<file path="src/rtl/encode_disparity_lanes.sv">
// Multi-lane running-disparity encoder: per lane, payload is optionally
// inverted to pull the running disparity back toward zero; the inversion
// flag is prepended above the pass-through header bits.
module encode_disparity_lanes #(
    parameter int unsigned LANES       = 4,
    parameter int unsigned DATA_W      = 64,
    parameter int unsigned HDR_W       = 2,
    parameter int unsigned PIPE_STAGES = 1,
    parameter int unsigned RD_W        = $clog2(DATA_W) + 2
) (
    input  logic                               USER_CLK,
    input  logic                               SYSTEM_RESET_N,
    input  logic                               PASSTHROUGH,
    input  logic                               RD_CLEAR,
    input  logic [LANES*DATA_W-1:0]            DATA_IN,
    input  logic [LANES*HDR_W-1:0]             HEADER_IN,
    input  logic                               DATA_IN_VALID,
    output logic                               DATA_IN_READY,
    output logic [LANES*(DATA_W+HDR_W+1)-1:0]  DATA_OUT,
    output logic                               DATA_OUT_VALID,
    input  logic                               DATA_OUT_READY,
    output logic [LANES*RD_W-1:0]              RD_OUT
);

    localparam int unsigned OUT_W = DATA_W + HDR_W + 1;
    localparam int unsigned POP_W = $clog2(DATA_W) + 1;

    function automatic logic [POP_W-1:0] popcount(input logic [DATA_W-1:0] v);
        logic [POP_W-1:0] c;
        c = '0;
        for (int i = 0; i < DATA_W; i++) begin
            c = c + POP_W'(v[i]);
        end
        return c;
    endfunction

    // Word presented to the decision stage
    logic                     dec_valid;
    logic [LANES*DATA_W-1:0]  dec_payload;
    logic [LANES*HDR_W-1:0]   dec_hdr;
    logic [LANES*POP_W-1:0]   dec_pop;
    logic                     dec_pt;

    logic                     out_ready_c;
    logic                     dec_fire_c;
    logic [LANES*POP_W-1:0]   in_pop_c;
    logic [LANES*OUT_W-1:0]   enc_c;
    logic [LANES-1:0][RD_W-1:0] rd_q;
    logic [LANES-1:0][RD_W-1:0] rd_next_c;

    // Per-lane scratch for the decision logic
    logic [POP_W-1:0]   pop_c;
    logic [RD_W-1:0]    wd_c;
    logic [RD_W-1:0]    rd_c;
    logic [DATA_W-1:0]  payload_c;
    logic               inv_c;
    logic               rd_pos_c, rd_neg_c, wd_pos_c, wd_neg_c;

    // Output register can take a new word when empty or being drained
    assign out_ready_c = !DATA_OUT_VALID || DATA_OUT_READY;
    assign dec_fire_c  = dec_valid && out_ready_c;

    // Popcount of each incoming lane
    always_comb begin
        in_pop_c = '0;
        for (int k = 0; k < LANES; k++) begin
            in_pop_c[k*POP_W +: POP_W] = popcount(DATA_IN[k*DATA_W +: DATA_W]);
        end
    end

    generate
        if (PIPE_STAGES == 2) begin : g_pipe2
            logic                     s1_valid;
            logic [LANES*DATA_W-1:0]  s1_payload;
            logic [LANES*HDR_W-1:0]   s1_hdr;
            logic [LANES*POP_W-1:0]   s1_pop;
            logic                     s1_pt;

            assign DATA_IN_READY = !s1_valid || out_ready_c;

            // Stage 1: capture word, header, popcount and passthrough mode
            always_ff @(posedge USER_CLK or negedge SYSTEM_RESET_N) begin
                if (!SYSTEM_RESET_N) begin
                    s1_valid   <= 1'b0;
                    s1_payload <= '0;
                    s1_hdr     <= '0;
                    s1_pop     <= '0;
                    s1_pt      <= 1'b0;
                end else if (DATA_IN_VALID && DATA_IN_READY) begin
                    s1_valid   <= 1'b1;
                    s1_payload <= DATA_IN;
                    s1_hdr     <= HEADER_IN;
                    s1_pop     <= in_pop_c;
                    s1_pt      <= PASSTHROUGH;
                end else if (out_ready_c) begin
                    s1_valid   <= 1'b0;
                end
            end

            assign dec_valid   = s1_valid;
            assign dec_payload = s1_payload;
            assign dec_hdr     = s1_hdr;
            assign dec_pop     = s1_pop;
            assign dec_pt      = s1_pt;
        end else begin : g_pipe1
            assign DATA_IN_READY = out_ready_c;
            assign dec_valid     = DATA_IN_VALID;
            assign dec_payload   = DATA_IN;
            assign dec_hdr       = HEADER_IN;
            assign dec_pop       = in_pop_c;
            assign dec_pt        = PASSTHROUGH;
        end
    endgenerate

    // Inversion decision and running-disparity update per lane
    always_comb begin
        enc_c     = '0;
        rd_next_c = rd_q;
        pop_c     = '0;
        wd_c      = '0;
        rd_c      = '0;
        payload_c = '0;
        inv_c     = 1'b0;
        rd_pos_c  = 1'b0;
        rd_neg_c  = 1'b0;
        wd_pos_c  = 1'b0;
        wd_neg_c  = 1'b0;
        for (int k = 0; k < LANES; k++) begin
            pop_c     = dec_pop[k*POP_W +: POP_W];
            wd_c      = RD_W'({pop_c, 1'b0}) - RD_W'(DATA_W);
            rd_c      = rd_q[k];
            rd_neg_c  = rd_c[RD_W-1];
            rd_pos_c  = !rd_c[RD_W-1] && (rd_c != '0);
            wd_neg_c  = wd_c[RD_W-1];
            wd_pos_c  = !wd_c[RD_W-1] && (wd_c != '0);
            inv_c     = !dec_pt && ((rd_pos_c && wd_pos_c) || (rd_neg_c && wd_neg_c));
            payload_c = dec_payload[k*DATA_W +: DATA_W];
            enc_c[k*OUT_W +: OUT_W] = {inv_c, dec_hdr[k*HDR_W +: HDR_W],
                                       inv_c ? ~payload_c : payload_c};
            if (inv_c) begin
                rd_next_c[k] = rd_c - wd_c;
            end else if (!dec_pt) begin
                rd_next_c[k] = rd_c + wd_c;
            end
        end
    end

    // Output register and running disparity; clear overrides the update
    always_ff @(posedge USER_CLK or negedge SYSTEM_RESET_N) begin
        if (!SYSTEM_RESET_N) begin
            DATA_OUT       <= '0;
            DATA_OUT_VALID <= 1'b0;
            rd_q           <= '0;
        end else begin
            if (dec_fire_c) begin
                DATA_OUT       <= enc_c;
                DATA_OUT_VALID <= 1'b1;
            end else if (DATA_OUT_READY) begin
                DATA_OUT_VALID <= 1'b0;
            end
            if (RD_CLEAR) begin
                rd_q <= '0;
            end else if (dec_fire_c) begin
                rd_q <= rd_next_c;
            end
        end
    end

    assign RD_OUT = rd_q;

endmodule
</file>
<file path="config.mk">
export PLATFORM = sky130hd
export DESIGN_NAME = encode_disparity_lanes
export DESIGN_NICKNAME = d
export VERILOG_FILES = /design/src/rtl/encode_disparity_lanes.sv
export SDC_FILE = /design/constraint.sdc
export NUM_CORES = 1
export LEC_CHECK = 0
export CELL_PAD_IN_SITES_DETAIL_PLACEMENT = 0
export CELL_PAD_IN_SITES_GLOBAL_PLACEMENT = 1
export CORE_ASPECT_RATIO = 1.5
export CORE_MARGIN = 4
export CORE_UTILIZATION = 38
export DETAILED_ROUTE_END_ITERATION = 10
export GPL_TIMING_DRIVEN = 0
export HOLD_SLACK_MARGIN = 0.12
export PLACE_DENSITY = 0.91
export SYNTH_ARGS = -nofsm -noshare
export SYNTH_HDL_FRONTEND = slang
export SYNTH_SLANG_ARGS = --single-unit
</file>
<file path="constraint.sdc">
create_clock -name USER_CLK -period 4.21 [get_ports USER_CLK]
set_clock_uncertainty 0.2 [all_clocks]
set_input_delay 0.842 -clock USER_CLK [delete_from_list [all_inputs] [get_ports USER_CLK]]
set_output_delay 0.842 -clock USER_CLK [all_outputs]
set_load 0.03 [all_outputs]
</file>
Word-level counts from Yosys, hierarchy flattened
Index checks and enable logic that the tools add are counted.

storage, ports and cells
  bits in registers = 301
  latch bits = 0
  memory bits (writable) = 0
  ROM bits = 0
  output and inout port bits = 302
  word-level logic and storage cells = 344
  memories = 0

operators by class
  add/sub/neg operators = 264
  multiply operators = 0
  div/mod/pow operators = 0
  order comparisons = 0
  equal/unequal tests = 4
  shift operators = 0
  multiplexer cells = 16
  bitwise logic cells = 4
  reductions and logical operators = 50

operator list
  operator                                                                  number
  7-bit by 1-bit adder with 7-bit output                                    228
  64-bit 2-to-1 mux                                                         4
  64-bit inverter                                                           4
  32-bit 2-to-1 mux                                                         2
  8-bit 2-to-1 mux                                                          8
  8-bit nonzero test                                                        8
  8-bit adder                                                               4
  8-bit by 7-bit subtractor with 8-bit output (second input constant)       4
  8-bit subtractor                                                          4
  6-bit by 1-bit adder with 7-bit output                                    4
  5-bit by 1-bit adder with 6-bit output                                    4
  1-bit logical AND                                                         21
  4-bit by 1-bit adder with 5-bit output                                    4
  3-bit by 1-bit adder with 4-bit output                                    4
  2-bit by 1-bit adder with 3-bit output                                    4
  3-bit by 1-bit inequality test with 1-bit output (second input constant)  4
  1-bit logical NOT                                                         10
  1-bit by 1-bit adder with 2-bit output                                    4
  2-bit AND reduction                                                       4
  1-bit logical OR                                                          5
  2-bit nonzero test                                                        2
  1-bit 2-to-1 mux                                                          2

Longest topological paths before layout
Gate-level depths: netlist of run 1.

  depth in word-level cells = 72
  mapped depth = 34
  depth with buffers taken out = 32

Least setup slack after synthesis of run 1
Ideal clock, no wire load.

  path kind = input port to flip-flop
  start = input DATA_IN[163]
  end = register rd_q, in the netlist RD_OUT[23]
  setup time = 0.125 ns
  arrival = 9.005 ns
  path slack = -5.119 ns
  stages = 33
  cell sequence = inv_1 fa_1 inv_1 fa_1 fa_1 inv_1 fa_1 inv_1 fa_1 fa_1 fa_1 inv_1 fa_1 inv_1 ha_1 a211oi_2 o21bai_1 a21oi_2 xnor2_1 mux2_2 o32ai_2 buf_6 buf_6 nor2_1 xor2_1 ha_1 nor2b_1 o21ai_0 a21oi_1 o21a_1 or3_1 mux2i_1 mux2_2

between the ends
  cells in the longest elaborated chain, start to end = 38
  elaborated cells on any way between the ends = 45
  classes of those cells = add/sub: 32; eq/ne: 1; mux: 4; reduce/logical: 8

ends and longest elaborated chain
  what                                                                 line  RTL
  start, declared                                                      15    input logic [LANES*DATA_W-1:0] DATA_IN,
  7-bit by 1-bit adder with 7-bit output * (29 in series)              32    c = c + POP_W'(v[i]);
  8-bit by 7-bit subtractor with 8-bit output *                        130   wd_c = RD_W'({pop_c, 1'b0}) - RD_W'(DATA_W);
  parallel branches: the longest is 8 deep, another holds 8-bit adder  -
  end signal, assigned                                                 164   rd_q <= rd_next_c;
  end, declared                                                        48    logic [LANES-1:0][RD_W-1:0] rd_q;

Every way passes the cells marked *. The select of a mux whose other input is x is not followed.
A chain may end at the register's enable or synchronous reset.

Worst setup path after layout of run 1
  start = input DATA_IN[167]
  end = register rd_q, in the netlist RD_OUT[23]

between the ends
  cells in the longest elaborated chain, start to end = 34
  elaborated cells on any way between the ends = 41
  classes of those cells = add/sub: 28; eq/ne: 1; mux: 4; reduce/logical: 8

ends and longest elaborated chain
  what                                                                 line
  7-bit by 1-bit adder with 7-bit output * (25 in series)              32
  8-bit by 7-bit subtractor with 8-bit output *                        130
  parallel branches: the longest is 8 deep, another holds 8-bit adder  -

Marks and branches as above.

==> impl_metrics.csv, run 1 <==
group,metric,value,unit
job,cap_viol_max_count,0,
logic_synthesis,ys_ff_latch,297,
sta,clock.fmax,113,MHz
sta,rsz0062_at_grt,"true",
logic_synthesis,synth.largest_area_cell,"dfrtp_1",
logic_synthesis,syn_avg_cell_area,9.86,µm²
sta,setup_viol,288,
die,start_util,38.3,%
logic_synthesis,async_reset_ff_share,100,%
sta,fin_ws,-4620,ps
place,hpwlAfterDp,56400,µm
cts,clk_pin_slew,70,ps
sta,finalCriticalPeriod,8830,ps
place,place_area,30100,µm²
final_layout,multi_input_area,14400,µm²
critical_path,worstSetupEndpointType,"register",
global_route,grt_start_max_net_pins,84,
final_layout,design_area,33200,µm²
logic_synthesis,synth_cell_type_count,51,
global_route,grt_pass1_wl,111000,µm
detailed_routing,routed_wl,72400,µm
critical_path,path_class,"in -> reg",
global_route,antenna_found_initial,4,
die,row_count,107,
place,numPortBuffers,566,
sta,tightest_slew,1050,ps
logic_synthesis,synth_top_cells_by_area,"dfrtp_1, fa_1, xnor2_1, inv_1, ha_1",
global_route,grt_pass1_vias,20000,
critical_path,crit_required,4480,ps
final_layout,seq_area,7430,µm²
die,die_h,301,µm
die,pin_count,572,
critical_path,startpoint_type,"input port",
critical_path,crit_top_cell,"fa_1",
detailed_routing,route.detailed.drc,0,
logic_synthesis,synth_edf_count,0,
place,place.gp.congestion,0.881,
detailed_routing,drt-pass1-iter-count,5,
logic_synthesis,synth_ff_type,"dfrtp_1",
logic_synthesis,synthCells,2212,
critical_path,crit_fanout,3,
place,placedCellCount,3547,
global_route,grt_overflow,0,
cts,cts_htree_levels,1,
global_route,grt_use_total,22.8,%
cts,cts_tree,"done",
critical_path,crit_path_max_incr_delay,570,ps
final_layout,syn2layout_area_growth,52.1,%
final_layout,fillers,4663,
sta,relSlewSlack,30.1,%
detailed_routing,avgRoutedWirePerCell,19.5,µm
final_layout,drive_above_1_share,25.8,%
final_layout,layout.cells.non_filler,3718,
critical_path,critPathSlowestCell,"fa_2",
logic_synthesis,synth_top_cell_area_share,34.1,%
cts,clock_latency,590,ps
worst_hold_path,min_path_type,"reg -> reg",
sta,fin_crit_sh,210,%
sta,slew_viol_final,0,
sta,hold_viol,0,
logic_synthesis,seq_area_frac_synth,34.1,%
sta,fin_tns_setup,-922640,ps
cts,root_buffer,"clkbuf_16",
critical_path,arrival,9110,ps
die,die_w,204,µm
logic_synthesis,syn-cell-area,21800,µm²
status,violations,"negative setup slack",
status,status,"complete, but fails checks",
detailed_routing,vias,17800,
detailed_routing,detail-route-antenna-nets,0,
cts,cts_sinks,297,
detailed_routing,drtIter0Drc,585,
die,core,56900,µm²
detailed_routing,via_per_inst,4.79,
logic_synthesis,yosys_warnings,0,
cts,clock_path_buffers,3,
cts,cts_made_buffers,31,
final_layout,fin_nets,3505,
die,dieArea,61400,µm²
-- placed cells by master, fill, tap and decap left out, types with 19 or more instances in the layout --
master / Yosys / layout
clkbuf_2: 0 / 33
ha_1: 88 / 73
a21oi_2: 3 / 22
fa_2: 0 / 32
clkbuf_16: 0 / 35
buf_6: 18 / 36
buf_4: 6 / 79
nor2_1: 46 / 42
fa_1: 220 / 188
o21ai_1: 215 / 248
xnor2_2: 0 / 175
buf_12: 6 / 43
clkbuf_1: 67 / 68
inv_1: 400 / 316
inv_2: 0 / 70
buf_8: 6 / 19
dfrtp_1: 297 / 297
clkdlybuf4s50_1: 0 / 428
nand2_1: 292 / 288
xnor2_1: 280 / 97
buf_2: 0 / 38
-- metrics by stage --
step / util (%) / hold WS [ps] / setup slack, ps
2_1_floorplan: - / 346 / -4770
3_3_place_gp: 52.8 / 264 / -11050
3_5_place_dp: 53.0 / 273 / -6060
4_1_cts: 56.8 / 273 / -4620
5_1_grt: 58.3 / 299 / -4900
6_report: 58.3 / 285 / -4620
-- logic make-up (layout without fill, tap and decap cells) --
logic type | after synthesis | count (layout) | share of synthesized area, %
buf+inv | 504 | 1240 | 10.2
other cells | 1 | 8 | 0.0172
mux | 25 | 25 | 1.28
fa+ha+maj | 308 | 308 | 25.2
xor+xnor | 303 | 303 | 12.2
simple gates | 405 | 405 | 7.75
compound gates | 369 | 369 | 9.34
flops | 297 | 297 | 34.1
-- cell type report --
type | instances | share of cell area (%)
multi-input cells | 1414 | 43.3
flip-flops and latches | 297 | 22.4
repair buffers | 681 | 20.7
inverters | 400 | 4.69
well taps | 763 | 2.88
clock buffers | 41 | 2.72
plain buffers | 102 | 2.55
clock inverters | 16 | 0.698
diodes | 4 | 0.0302
-- critical path, delay by kind of cell --
kind	cells	cell delay, ps
AOI/OAI and AO/OA	6	950
xor gates and xnor gates	2	350
adders and majority gates	11	4910
buffers and inverters	8	620
muxes	3	790
and+or+nand+nor	4	650
-- cell usage after synthesis (7+ instances only) --
library cell / count
nor2_1: 46
nand2_1: 292
o21ai_1: 215
mux2_2: 19
inv_1: 400
a21oi_1: 35
ha_1: 88
nand2b_1: 14
fa_1: 220
nand3b_1: 7
nor2b_1: 15
buf_6: 18
o21ai_0: 66
a21o_1: 8
nand3_1: 8
clkbuf_1: 67
o21a_1: 8
xnor2_1: 280
dfrtp_1: 297
xor2_1: 23
a211oi_1: 7
-- worst paths after layout --
path	startpoint	endpoint	slack (ps)	cells after the start
setup / recovery	DATA_IN[167]	RD_OUT[23]$_DFFE_PN0P_	-4620	34
hold / removal	DATA_OUT[120]$_DFFE_PN0P_	DATA_OUT[120]$_DFFE_PN0P_	290	2
setup reg to reg	RD_OUT[19]$_DFFE_PN0P_	RD_OUT[23]$_DFFE_PN0P_	440	15
hold reg to reg	DATA_OUT[120]$_DFFE_PN0P_	DATA_OUT[120]$_DFFE_PN0P_	290	2
max in group asynchronous	SYSTEM_RESET_N	DATA_OUT[89]$_DFFE_PN0P_	1550	5
min in group asynchronous	SYSTEM_RESET_N	DATA_OUT[228]$_DFFE_PN0P_	570	2
-- flip-flops by register name, summed over array words and instances, names as in the netlist --
register / flops
DATA_OUT_VALID: 1
rd_c: 7
RD_OUT: 21
DATA_OUT: 268
-- metal layers --
layer | share of wire, % | GRT usage, % | wire [µm] | up-vias
met5 | 0 | 0 | 0 | -
li1 | - | - | - | 8227
met2 | 55 | 43.3 | 40000 | 534
met1 | 36 | 25.2 | 25700 | 8905
met4 | 3.4 | 7.55 | 2450 | 0
met3 | 5.8 | 4.60 | 4210 | 131
-- timing repair --
action                     4_1_cts  5_1_grt
pin swaps                      172      187
buffers inserted                64       44
cloned                          12        4
resized for setup              582      307
hold buffers                     1        0
hold endpoints to repair        66        0
setup endpoints to repair      288      288
Power of run 1 is left out: the tool's default activity adds up to more than one toggle a clock period on the data nets, which glitch-free logic cannot reach.
==> run 2: changes to the inputs <==
--- a/config.mk
+++ b/config.mk
@@ -14,6 +14,7 @@
 export GPL_TIMING_DRIVEN = 0
 export HOLD_SLACK_MARGIN = 0.12
 export PLACE_DENSITY = 0.91
+export SLEW_MARGIN = 20
 export SYNTH_ARGS = -nofsm -noshare
 export SYNTH_HDL_FRONTEND = slang
 export SYNTH_SLANG_ARGS = --single-unit
==> results of run 2 <==
Final layout, timing and power as in run 1 (identical DEF).
Power of run 2 is left out for the same reason.
